==> src/rtl/ie_stage_if.sv <==
// ID/IE -> IE -> IE/MEM signal bundle for the execute stage.
// The master side drives the ID/IE latch outputs and hazard controls and
// observes the stage results; the slave side is the execute stage itself.
// There is no valid/ready handshake here: every cycle the stage consumes
// whatever the ID/IE latch presents, and only stall/flush qualify the
// update of the IE/MEM latch.
interface ie_stage_if;
    // Operands and control from the ID/IE latch
    logic [15:0] RsrcData;
    logic [15:0] RdstData;
    logic [15:0] immValue;
    logic [2:0]  RdstAddress;
    logic [3:0]  AluOp;
    logic        WB;
    logic        memRead;
    logic        memWrite;
    logic        writeFlag;
    logic        branch;
    logic        JZ;
    logic        JC;
    logic        JN;
    // Forwarding selects and write-back forwarding value
    logic [1:0]  fwdSrcSel;
    logic [1:0]  fwdDstSel;
    logic [15:0] memWbData;
    // Hazard controls
    logic        stall;
    logic        flush;
    // Branch resolution (combinational)
    logic        branchTaken;
    logic [15:0] branchTarget;
    // Flag register and IE/MEM latch (registered)
    logic [2:0]  flags;
    logic [15:0] outAluResult;
    logic [15:0] outMemData;
    logic [2:0]  outRdstAddress;
    logic        outWB;
    logic        outMemRead;
    logic        outMemWrite;

    modport master (
        output RsrcData, RdstData, immValue, RdstAddress, AluOp,
        output WB, memRead, memWrite, writeFlag,
        output branch, JZ, JC, JN,
        output fwdSrcSel, fwdDstSel, memWbData,
        output stall, flush,
        input  branchTaken, branchTarget, flags,
        input  outAluResult, outMemData, outRdstAddress,
        input  outWB, outMemRead, outMemWrite
    );

    modport slave (
        input  RsrcData, RdstData, immValue, RdstAddress, AluOp,
        input  WB, memRead, memWrite, writeFlag,
        input  branch, JZ, JC, JN,
        input  fwdSrcSel, fwdDstSel, memWbData,
        input  stall, flush,
        output branchTaken, branchTarget, flags,
        output outAluResult, outMemData, outRdstAddress,
        output outWB, outMemRead, outMemWrite
    );
endinterface

==> src/rtl/ie_stage.sv <==
// Execute stage: operand forwarding, 16-bit ALU, {N,C,Z} flag register,
// branch resolution and the IE/MEM pipeline latch.
module ie_stage (
    input  logic          clk,
    input  logic          rst,
    ie_stage_if.slave     bus
);

    typedef enum logic [3:0] {
        OP_NOP  = 4'd0,
        OP_MOV  = 4'd1,
        OP_ADD  = 4'd2,
        OP_SUB  = 4'd3,
        OP_AND  = 4'd4,
        OP_OR   = 4'd5,
        OP_NOT  = 4'd6,
        OP_INC  = 4'd7,
        OP_DEC  = 4'd8,
        OP_SHL  = 4'd9,
        OP_SHR  = 4'd10,
        OP_SETC = 4'd11,
        OP_CLRC = 4'd12,
        OP_LDM  = 4'd13,
        OP_IADD = 4'd14,
        OP_RSVD = 4'd15
    } alu_op_e;

    // Forwarding select encodings
    localparam logic [1:0] FWD_LATCH = 2'd0;
    localparam logic [1:0] FWD_EXMEM = 2'd1;
    localparam logic [1:0] FWD_MEMWB = 2'd2;

    // Flag bit positions inside {N,C,Z}
    localparam int FLAG_Z = 0;
    localparam int FLAG_C = 1;
    localparam int FLAG_N = 2;

    alu_op_e     alu_op;
    logic [15:0] op_a;
    logic [15:0] op_b;
    logic [3:0]  sh_amt;

    // Wide intermediates so carries fall out of bit 16
    logic [16:0] add_w;
    logic [16:0] inc_w;
    logic [16:0] iadd_w;
    logic [16:0] shl_w;
    logic [16:0] shr_w;

    logic [15:0] alu_res;
    logic        upd_zn;
    logic        upd_c;
    logic        c_val;

    logic [2:0]  flags_q;
    logic [2:0]  flags_d;
    logic [2:0]  flags_alu;
    logic [2:0]  flags_clr;
    logic        branch_taken;

    logic [15:0] alu_result_q, alu_result_d;
    logic [15:0] mem_data_q,   mem_data_d;
    logic [2:0]  rdst_addr_q,  rdst_addr_d;
    logic        wb_q,         wb_d;
    logic        mem_read_q,   mem_read_d;
    logic        mem_write_q,  mem_write_d;

    assign alu_op = alu_op_e'(bus.AluOp);
    assign sh_amt = bus.immValue[3:0];

    // Operand A (Rdst) forwarding mux; sel 1 uses our own registered result
    always_comb begin
        case (bus.fwdDstSel)
            FWD_LATCH: op_a = bus.RdstData;
            FWD_EXMEM: op_a = alu_result_q;
            FWD_MEMWB: op_a = bus.memWbData;
            default:   op_a = 16'h0000;
        endcase
    end

    // Operand B (Rsrc) forwarding mux; also the store data for MEM
    always_comb begin
        case (bus.fwdSrcSel)
            FWD_LATCH: op_b = bus.RsrcData;
            FWD_EXMEM: op_b = alu_result_q;
            FWD_MEMWB: op_b = bus.memWbData;
            default:   op_b = 16'h0000;
        endcase
    end

    // Shift carries: the bit shifted out last lands at bit 16 (SHL) or bit 0 (SHR)
    assign add_w  = {1'b0, op_a} + {1'b0, op_b};
    assign inc_w  = {1'b0, op_a} + 17'd1;
    assign iadd_w = {1'b0, op_a} + {1'b0, bus.immValue};
    assign shl_w  = {1'b0, op_a} << sh_amt;
    assign shr_w  = {op_a, 1'b0} >> sh_amt;

    // ALU result and which flags this op is allowed to write
    always_comb begin
        alu_res = op_a;
        upd_zn  = 1'b0;
        upd_c   = 1'b0;
        c_val   = 1'b0;
        case (alu_op)
            OP_NOP: alu_res = op_a;
            OP_MOV: alu_res = op_b;
            OP_ADD: begin
                alu_res = add_w[15:0];
                upd_zn  = 1'b1;
                upd_c   = 1'b1;
                c_val   = add_w[16];
            end
            OP_SUB: begin
                alu_res = op_a - op_b;
                upd_zn  = 1'b1;
                upd_c   = 1'b1;
                c_val   = (op_a < op_b);
            end
            OP_AND: begin
                alu_res = op_a & op_b;
                upd_zn  = 1'b1;
            end
            OP_OR: begin
                alu_res = op_a | op_b;
                upd_zn  = 1'b1;
            end
            OP_NOT: begin
                alu_res = ~op_a;
                upd_zn  = 1'b1;
            end
            OP_INC: begin
                alu_res = inc_w[15:0];
                upd_zn  = 1'b1;
                upd_c   = 1'b1;
                c_val   = inc_w[16];
            end
            OP_DEC: begin
                alu_res = op_a - 16'd1;
                upd_zn  = 1'b1;
                upd_c   = 1'b1;
                c_val   = (op_a == 16'h0000);
            end
            OP_SHL: begin
                alu_res = shl_w[15:0];
                upd_zn  = 1'b1;
                // A zero shift amount leaves carry untouched
                upd_c   = (sh_amt != 4'd0);
                c_val   = shl_w[16];
            end
            OP_SHR: begin
                alu_res = shr_w[16:1];
                upd_zn  = 1'b1;
                upd_c   = (sh_amt != 4'd0);
                c_val   = shr_w[0];
            end
            OP_SETC: begin
                alu_res = op_a;
                upd_c   = 1'b1;
                c_val   = 1'b1;
            end
            OP_CLRC: begin
                alu_res = op_a;
                upd_c   = 1'b1;
                c_val   = 1'b0;
            end
            OP_LDM:  alu_res = bus.immValue;
            OP_IADD: begin
                alu_res = iadd_w[15:0];
                upd_zn  = 1'b1;
                upd_c   = 1'b1;
                c_val   = iadd_w[16];
            end
            OP_RSVD: alu_res = 16'h0000;
            default: alu_res = 16'h0000;
        endcase
    end

    // Branch decision looks at the flags as registered at the start of the cycle
    always_comb begin
        flags_clr[FLAG_Z] = bus.JZ & flags_q[FLAG_Z];
        flags_clr[FLAG_C] = bus.JC & flags_q[FLAG_C];
        flags_clr[FLAG_N] = bus.JN & flags_q[FLAG_N];
        branch_taken      = bus.branch | (|flags_clr);
    end

    // Next flags: ALU write (if enabled), then a taken conditional jump clears its flag
    always_comb begin
        flags_alu = flags_q;
        if (bus.writeFlag) begin
            if (upd_zn) begin
                flags_alu[FLAG_Z] = (alu_res == 16'h0000);
                flags_alu[FLAG_N] = alu_res[15];
            end
            if (upd_c) begin
                flags_alu[FLAG_C] = c_val;
            end
        end
        flags_d = flags_alu & ~flags_clr;
    end

    // Flag register: flush does not block it (the flushed op is the younger one)
    always_ff @(posedge clk) begin
        if (rst) begin
            flags_q <= 3'b000;
        end else if (!bus.stall) begin
            flags_q <= flags_d;
        end
    end

    // IE/MEM latch next-state values
    always_comb begin
        alu_result_d = alu_res;
        mem_data_d   = op_b;
        rdst_addr_d  = bus.RdstAddress;
        wb_d         = bus.WB;
        mem_read_d   = bus.memRead;
        mem_write_d  = bus.memWrite;
    end

    // IE/MEM latch with priority rst > flush > stall > load
    always_ff @(posedge clk) begin
        if (rst || bus.flush) begin
            alu_result_q <= 16'h0000;
            mem_data_q   <= 16'h0000;
            rdst_addr_q  <= 3'b000;
            wb_q         <= 1'b0;
            mem_read_q   <= 1'b0;
            mem_write_q  <= 1'b0;
        end else if (!bus.stall) begin
            alu_result_q <= alu_result_d;
            mem_data_q   <= mem_data_d;
            rdst_addr_q  <= rdst_addr_d;
            wb_q         <= wb_d;
            mem_read_q   <= mem_read_d;
            mem_write_q  <= mem_write_d;
        end
    end

    assign bus.branchTaken    = branch_taken;
    assign bus.branchTarget   = op_a;
    assign bus.flags          = flags_q;
    assign bus.outAluResult   = alu_result_q;
    assign bus.outMemData     = mem_data_q;
    assign bus.outRdstAddress = rdst_addr_q;
    assign bus.outWB          = wb_q;
    assign bus.outMemRead     = mem_read_q;
    assign bus.outMemWrite    = mem_write_q;

endmodule

==> src/flat_wrapper.sv <==
// flat-port wrapper written by rule: the top's interface ports become plain ports
module ie_stage_flat 
  (clk, rst, bus_RsrcData, bus_RdstData, bus_immValue, bus_RdstAddress, bus_AluOp, bus_WB, bus_memRead, bus_memWrite, bus_writeFlag, bus_branch, bus_JZ, bus_JC, bus_JN, bus_fwdSrcSel, bus_fwdDstSel, bus_memWbData, bus_stall, bus_flush, bus_branchTaken, bus_branchTarget, bus_flags, bus_outAluResult, bus_outMemData, bus_outRdstAddress, bus_outWB, bus_outMemRead, bus_outMemWrite);
  ie_stage_if bus_i ();
  input  logic clk;
  input  logic rst;
  input wire logic [$bits(bus_i.RsrcData)-1:0] bus_RsrcData;
  input wire logic [$bits(bus_i.RdstData)-1:0] bus_RdstData;
  input wire logic [$bits(bus_i.immValue)-1:0] bus_immValue;
  input wire logic [$bits(bus_i.RdstAddress)-1:0] bus_RdstAddress;
  input wire logic [$bits(bus_i.AluOp)-1:0] bus_AluOp;
  input wire logic [$bits(bus_i.WB)-1:0] bus_WB;
  input wire logic [$bits(bus_i.memRead)-1:0] bus_memRead;
  input wire logic [$bits(bus_i.memWrite)-1:0] bus_memWrite;
  input wire logic [$bits(bus_i.writeFlag)-1:0] bus_writeFlag;
  input wire logic [$bits(bus_i.branch)-1:0] bus_branch;
  input wire logic [$bits(bus_i.JZ)-1:0] bus_JZ;
  input wire logic [$bits(bus_i.JC)-1:0] bus_JC;
  input wire logic [$bits(bus_i.JN)-1:0] bus_JN;
  input wire logic [$bits(bus_i.fwdSrcSel)-1:0] bus_fwdSrcSel;
  input wire logic [$bits(bus_i.fwdDstSel)-1:0] bus_fwdDstSel;
  input wire logic [$bits(bus_i.memWbData)-1:0] bus_memWbData;
  input wire logic [$bits(bus_i.stall)-1:0] bus_stall;
  input wire logic [$bits(bus_i.flush)-1:0] bus_flush;
  output wire logic [$bits(bus_i.branchTaken)-1:0] bus_branchTaken;
  output wire logic [$bits(bus_i.branchTarget)-1:0] bus_branchTarget;
  output wire logic [$bits(bus_i.flags)-1:0] bus_flags;
  output wire logic [$bits(bus_i.outAluResult)-1:0] bus_outAluResult;
  output wire logic [$bits(bus_i.outMemData)-1:0] bus_outMemData;
  output wire logic [$bits(bus_i.outRdstAddress)-1:0] bus_outRdstAddress;
  output wire logic [$bits(bus_i.outWB)-1:0] bus_outWB;
  output wire logic [$bits(bus_i.outMemRead)-1:0] bus_outMemRead;
  output wire logic [$bits(bus_i.outMemWrite)-1:0] bus_outMemWrite;
  assign bus_i.RsrcData = bus_RsrcData;
  assign bus_i.RdstData = bus_RdstData;
  assign bus_i.immValue = bus_immValue;
  assign bus_i.RdstAddress = bus_RdstAddress;
  assign bus_i.AluOp = bus_AluOp;
  assign bus_i.WB = bus_WB;
  assign bus_i.memRead = bus_memRead;
  assign bus_i.memWrite = bus_memWrite;
  assign bus_i.writeFlag = bus_writeFlag;
  assign bus_i.branch = bus_branch;
  assign bus_i.JZ = bus_JZ;
  assign bus_i.JC = bus_JC;
  assign bus_i.JN = bus_JN;
  assign bus_i.fwdSrcSel = bus_fwdSrcSel;
  assign bus_i.fwdDstSel = bus_fwdDstSel;
  assign bus_i.memWbData = bus_memWbData;
  assign bus_i.stall = bus_stall;
  assign bus_i.flush = bus_flush;
  assign bus_branchTaken = bus_i.branchTaken;
  assign bus_branchTarget = bus_i.branchTarget;
  assign bus_flags = bus_i.flags;
  assign bus_outAluResult = bus_i.outAluResult;
  assign bus_outMemData = bus_i.outMemData;
  assign bus_outRdstAddress = bus_i.outRdstAddress;
  assign bus_outWB = bus_i.outWB;
  assign bus_outMemRead = bus_i.outMemRead;
  assign bus_outMemWrite = bus_i.outMemWrite;
  ie_stage u_core (.clk(clk), .rst(rst), .bus(bus_i));
endmodule
==> config.mk <==
export PLATFORM = sky130hd
export DESIGN_NAME = ie_stage_flat
export DESIGN_NICKNAME = d
export VERILOG_FILES = /design/src/rtl/ie_stage_if.sv /design/src/rtl/ie_stage.sv /design/src/flat_wrapper.sv
export SDC_FILE = /design/constraint.sdc
export NUM_CORES = 1
export LEC_CHECK = 0
export ABC_AREA = 1
export CAP_MARGIN = 20
export CORE_UTILIZATION = 45
export CTS_BUF_LIST = sky130_fd_sc_hd__clkbuf_2 sky130_fd_sc_hd__clkbuf_4 sky130_fd_sc_hd__clkbuf_8
export DETAILED_ROUTE_END_ITERATION = 10
export HOLD_SLACK_MARGIN = 0.06
export PLACE_DENSITY = 0.68
export REMOVE_ABC_BUFFERS = 1
export SETUP_SLACK_MARGIN = 0.15
export SKIP_LAST_GASP = 1
export SLEW_MARGIN = 40
export SYNTH_ARGS = -nofsm -noshare
export SYNTH_HDL_FRONTEND = slang
export SYNTH_SLANG_ARGS = --single-unit
export TNS_END_PERCENT = 1
==> constraint.sdc <==
create_clock -name clk -period 4.9 [get_ports clk]
set_input_delay 0.98 -clock clk [delete_from_list [all_inputs] [get_ports clk]]
set_output_delay 0.98 -clock clk [all_outputs]
set_load 0.02 [all_outputs]
==> results of run 1 <==
-- per-stage QoR --
step / instance area [um2] / hold WS [ns] / utilization (%) / instances / total power, uW
6_report: 11500 / 0.475 / 59.0 / 2120 / 1990
5_1_grt: 11500 / 0.512 / 59.0 / 2120 / 2090
4_1_cts: 11300 / 0.476 / 58.2 / 2114 / 1920
3_5_place_dp: 11200 / 0.459 / 57.6 / 2106 / 1610
3_3_place_gp: 11200 / 0.453 / 57.5 / 2106 / 1610
2_1_floorplan: 8640 / 0.540 / - / 1598 / 1060
-- sequential cells by signal, summed over array words and instances (netlist names) --
name                       flops
u_core.bus.outMemRead          1
u_core.bus.outRdstAddress      3
u_core.bus.outMemWrite         1
u_core.bus.outMemData         16
u_core.bus.flags               3
u_core.bus.outWB               1
u_core.bus.outAluResult       16
-- synthesized netlist by cell type (2+ instances only) --
cell type    n  share of area (%)
clkbuf_1    40                1.7
inv_4        2               0.14
o211ai_1     6               0.50
nand3_4     10                2.0
a221oi_1    10               0.98
a21boi_0     7               0.59
or2_2        3               0.21
a211oi_1     3               0.25
o21a_1       2               0.17
o21ai_0     86                4.8
inv_2       10               0.42
ha_1        68                9.5
nand4_1     47                3.3
nor3b_1      2               0.17
buf_6        9                1.1
nand3_1    235                 13
buf_2        5               0.28
nor2_2      11               0.77
a22oi_1      3               0.25
a22o_1       2               0.20
nand2_2     10               0.70
a21oi_1    121                6.8
a21o_1       3               0.25
nor2_1     213                8.9
and2_1       2               0.14
inv_1      160                6.7
o21bai_1     5               0.42
o22ai_1      4               0.28
a31oi_1      2               0.14
nand3b_1     2               0.17
nand2_1    477                 20
dfxtp_1     41                9.2
fa_1         3               0.67
nand3_2     20                2.2
buf_1        8               0.34
nor2_4       6               0.75
nor3_1      10               0.56
and3_1       2               0.14
a211o_1      2               0.20
-- worst max-delay path by stage --
stage	endpoint	slack, ns	depth (start not counted)
floorplan	u_core.bus.flags[0]	1.11	19
global placement	u_core.bus.flags[0]	-0.1	23
detailed placement	u_core.bus.flags[0]	-0.16	23
CTS	u_core.bus.flags[0]	0.16	23
global route	u_core.bus.flags[0]	0.11	25
finish	u_core.bus.flags[0]	0.37	24
-- final cells by class --
cell class	count	area [um2]	share of cell area (%)
multi-input combinational	1385	7290	63.5
timing repair buffer	248	2260	19.7
sequential	41	821	7.15
inverter	172	654	5.70
tap	265	332	2.89
clock buffer	6	82.6	0.719
clock inverter	2	37.5	0.327
timing repair inverter	1	7.51	0.0654
-- cell families (layout without fill, tap and decap cells) --
| family | count (synthesis) | count (layout) | share of synthesized area (%) |
|---|---|---|---|
| and+or+nand+nor | 1053 | 1053 | 53.6 |
| DFF | 41 | 41 | 9.17 |
| adders and majority gates | 71 | 71 | 10.2 |
| buffers and inverters | 235 | 429 | 10.8 |
| AOI/OAI and AO/OA | 260 | 260 | 16.2 |
| muxes | 1 | 1 | 0.112 |
-- metal layers --
layer | vias up | part of all wire, % | track usage (%)
li1 | 5911 | - | -
met1 | 5612 | 39 | 57.5
met2 | 961 | 40 | 64.4
met3 | 192 | 13 | 11.4
met4 | 2 | 7.6 | 31.8
met5 | - | 0.017 | 0
-- placed cells by master, fill, tap and decap left out, drive strengths merged, types with 3 or more instances in the layout --
master / n
or2: 3
inv: 170
nand4: 47
a21boi: 7
clkbuf: 6
nor2: 231
nor3: 11
a211oi: 3
a21oi: 121
dfxtp: 41
o21bai: 5
clkinvlp: 3
o211ai: 6
o21ai: 86
fa: 3
clkdlybuf4s50: 144
a221oi: 10
a22oi: 3
nand2: 488
a21o: 3
ha: 68
buf: 104
nand3: 265
o22ai: 4
-- repair_timing --
action	4_1_cts	5_1_grt
gates resized for setup	0	26
buffers inserted	0	5
setup endpoints to repair	0	3
-- power by group --
part	internal, uW	total, uW	switching (uW)
logic	462	1320	860
clock network	166	300	134
registers	347	364	16.1
total	975	1990	1010
-- worst max-delay path, stage by stage --
cell and delay [ns]:
clkdlybuf4s50_1 0.47, inv_1 0.06, nand2_2 0.13, clkinvlp_4 0.16, buf_4 0.16, a221oi_2 0.34, ha_1 0.32, buf_4 0.17
nand2_1 0.08, a21oi_1 0.07, nor2_1 0.12, nand2_1 0.14, nand2_1 0.08, nand2_1 0.08, o21ai_0 0.16, buf_4 0.17
nand2_1 0.06, nor2_1 0.14, nand3_1 0.10, nor2_1 0.32, nand2_1 0.11, nor2_1 0.11, nand3_1 0.09, a21oi_1 0.12
==> flow_summary.toml, run 1 <==
[status]
status = "complete, no violations"

[timing]
clock.fmax_mhz = 221
rsz0062_at_grt = "no"
setup_viol_count_final = 0
worst_clock_skew_ns = 0.0108
worst_pin_slew_ns = 0.894
relSlewSlack_pct = 40.2
min_period_ns = 4.53
drv_slew = 0
hold_viol = 0
timing.final.ws_setup_ns = 0.372
finalCritPeriodShare_pct = 92.4
setup-tns-final_ns = 0

[cells_and_area]
num_antenna_cells = 0
n_fill_cell = 2059
layout-drive-gt1-share_pct = 11.4
synthToLayoutAreaGrowth_pct = 28.2
finalNetCount = 2012

[placement]
post-place-ws_ns = -0.159
hpwl_um = 37000
place.gp.congestion = 1.19
portBuffers = 144

[cts]
root_buffer = "clkbuf_8"
cts_buffers = 5
hold_buffers = 0
cts_buffer_depth = 2
cts_tree = "built"
cts.reportedPaths.clkPinSlew_ns = 0.09
cts_sinks = 41
htree_levels = 2
clk_latency_ns = 0.31

[detailed_routing]
firstDrtPassIters = 8
wl_um = 45900
drc = 0
drtIter0Drc = 1759
wl_per_cell_um = 21.6
vias = 12700
antenna_left = 0
vias_per_cell = 5.98

[synthesis]
syn_area_um2 = 8950
ys_warn_count = 0
synth.distinct_cells = 48
synthArstFlopShare_pct = 0
synth_edf_count = 0
synth_cells = 1661
ys.flop_type = "dfxtp_1"
synth_area_per_cell_um2 = 5.39
yosysSeqAreaShare_pct = 9.17
ys_ff_latch = 41

[global_route]
grt_max_degree = 68
grt.total_usage_pct = 44.7
antenna_found_initial = 1
grt_pass1_wl_um = 67900
grt_pass1_vias = 11500
grt.overflow.total = 0

[die]
dieWidth_um = 143
fp.dieH_um = 143
ios = 145
rows = 51
initial_core_util_pct = 46.0
dieArea_um2 = 20500
core-area_um2 = 19500

[pwr]
power_density_nw_per_um2 = 173
peakVddDrop_uv = 120
p_leak_uw = 0.00564

[critical_path]
cp-start-kind = "input port"
critical_path_arrival_ns = 4.77
end_kind = "register"
r2r_slack_ns = 1.48
worstRegToRegCells = 22
r2r_end = "u_core.bus.flags[0]"
crit_start = "bus_fwdSrcSel[0]"
worstPathMaxFanout = 6
r2r_start = "u_core.bus.outAluResult[0]"
cp.required_ns = 5.14
path_class = "input port to register"

[hold_path]
min_path_cells = 2
hold_path_class = "register to register"
hold_start = "u_core.bus.outRdstAddress[0]"
worstHoldEndpoint = "u_core.bus.outRdstAddress[0]"

[flow_run]
cap_violations = 0
No activity file was read; power rests on OpenSTA's default activity.
==> run 2, diff against run 1 <==
- CTS_BUF_LIST: sky130_fd_sc_hd__clkbuf_2 sky130_fd_sc_hd__clkbuf_4 sky130_fd_sc_hd__clkbuf_8 -> sky130_fd_sc_hd__clkbuf_4
- GPL_ROUTABILITY_DRIVEN: default -> 0
- PLACE_DENSITY: 0.68 -> 0.78
==> run 2 against run 1 <==
  * Count of clock-buffer cells in the layout down 1
  * Power down 7.7%
  * Sequential share of layout area up 0.24 points
  * First-iteration DRC count up 13%
  * Via count up 0.10%
  * Combinational power down 6%
==> flow_summary.toml, run 2 (same netlist as run 1, synthesis figures left out) <==
[critical_path]
r2r_slack_ns = 1.54
cpPeakStageDelay_ns = 0.52
r2r_start = "u_core.bus.outAluResult[4]"
path_class = "input port to register"
cp_slowest_cell = "a221oi_1"
path_depth = 19
cp_top_family = "simple AND/OR/NAND/NOR gates"
path_cells = "clkdlybuf4s50_1 -> nand2_1 -> clkinvlp_4 -> a221oi_1 -> ha_1 -> inv_1 -> a21oi_1 -> or2_2 -> nand3_1 -> nand3_1 -> a21oi_1 -> nor2_1 -> nor2_1 -> nand3_1 -> nor2_2 -> nand2_1 -> nor2_1 -> nand3_1 -> a21oi_1"
critPathBufInv = 3
cp-start-kind = "input port"
cp.required_ns = 5.22
worstPathMaxFanout = 16
r2r_end = "u_core.bus.flags[0]"
critical_path_arrival_ns = 4.82
worstRegToRegCells = 16
end_kind = "register"
crit_top_cell = "nand3_1"

[timing]
rsz0062_at_grt = "yes"
setup_viol_count_final = 0
worst_pin_slew_ns = 0.796
min_period_ns = 4.50
worst_clock_skew_ns = 0.0112
setup-tns-final_ns = 0
finalCritPeriodShare_pct = 91.8
clock.fmax_mhz = 222
relSlewSlack_pct = 46.8
drv_slew = 0
hold_viol = 0
hold_ws_ns = 0.479

[cts]
cts_buffer_depth = 2
cts_sinks = 41
cts_tree = "built"
htree_levels = 2
root_buffer = "clkbuf_4"
cts_buffers = 5
clk_latency_ns = 0.38
hold_buffers = 0
cts.reportedPaths.clkPinSlew_ns = 0.14

[global_route]
grt_max_degree = 50
grtUsageMet1_pct = 51.2
grt.total_usage_pct = 40.0
grt_pass1_wl_um = 62400
top_usage_layer = "met2"
antenna_found_initial = 0
grt_pass1_vias = 11300
use_met2_pct = 58.9
grt.overflow.total = 0
use_met3_pct = 8.79

[pwr]
p_leak_uw = 0.00546
peakVddDrop_uv = 183
power_uw = 1830
power_density_nw_per_um2 = 165

[detailed_routing]
vias_per_cell = 6.08
vias = 12700
wl_um = 41500
drtIter0Drc = 1990
antenna_left = 0
drc = 0
firstDrtPassIters = 7
wl_per_cell_um = 19.9

[die]
ios = 145
initial_core_util_pct = 46.0
dieWidth_um = 143
dieArea_um2 = 20500
core-area_um2 = 19500
rows = 51
fp.dieH_um = 143

[hold_path]
hold_path_class = "register to register"
hold_start = "u_core.bus.outRdstAddress[2]"
min_path_cells = 2
worstHoldEndpoint = "u_core.bus.outRdstAddress[2]"

[cells_and_area]
design_area_um2 = 11100
synthToLayoutAreaGrowth_pct = 24.1
multi_input_area_um2 = 7210
finalNetCount = 1980
layout-drive-gt1-share_pct = 9.05
final_cell_mix = "477 x nand2_1, 235 x nand3_1, 210 x nor2_1"
num_antenna_cells = 0
regArea_um2 = 821
n_fill_cell = 1980
final_common_cell = "nand2_1"

[placement]
dpl_cell_area_um2 = 11000
hpwl_um = 33100
portBuffers = 144

[flow_run]
cap_violations = 0

[status]
status = "complete, no violations"
-- run 2: how the worst max path moves through the flow --
stage | startpoint | end | slack (ns)
after CTS | bus_fwdSrcSel[1] | u_core.bus.flags[0] | 0.54
after floorplan | bus_fwdSrcSel[0] | u_core.bus.flags[0] | 1.11
after detailed placement | bus_fwdSrcSel[1] | u_core.bus.flags[2] | 0.14
after global placement | bus_fwdSrcSel[1] | u_core.bus.flags[2] | 0.16
final | bus_fwdSrcSel[1] | u_core.bus.flags[0] | 0.40
after global routing | bus_fwdSrcSel[0] | u_core.bus.flags[2] | 0.15
-- run 2: worst min-delay path: stages, from the launching register on --
cell     delay, ns
dfxtp_1       0.34
nand2_1       0.06
a21oi_1       0.05
-- run 2: cell type report --
cell class / instances / share of cell area [%]
Multi-Input combinational cell: 1385 / 64.9
Timing Repair Buffer: 217 / 18.1
Sequential cell: 41 / 7.39
Inverter: 172 / 5.89
Tap cell: 265 / 2.98
Clock inverter: 3 / 0.372
Clock buffer: 5 / 0.338
-- run 2: power breakdown --
part	switching (uW)	internal, uW	total [uW]
Sequential	16.4	348	364
Clock	126	106	232
Combinational	814	422	1240
Total	956	876	1830
-- run 2: metal layers --
layer	up-vias	part of all wire (%)
met1	5581	36
met5	-	0
met2	1062	41
met4	0	8.0
li1	5833	-
met3	215	15
-- run 2: repair_timing --
action,in CTS,in global routing
setup endpoints to repair,0,2
gates resized for setup,0,7
setup buffers,0,0
-- run 2: through the flow --
step                      setup WS (ns)  util (%)  cells
after floorplan                    1.11         -   1598
after global placement            0.164      56.5   2080
after detailed placement          0.140      56.5   2080
after CTS                         0.540      56.9   2088
after global routing              0.152      57.1   2088
final                             0.402      57.1   2088
==> run 3, diff against run 2 <==
- SKIP_LAST_GASP: 1 -> default
==> results of run 3 <==
No change in the layout: final DEF, timing and power equal those of run 2.
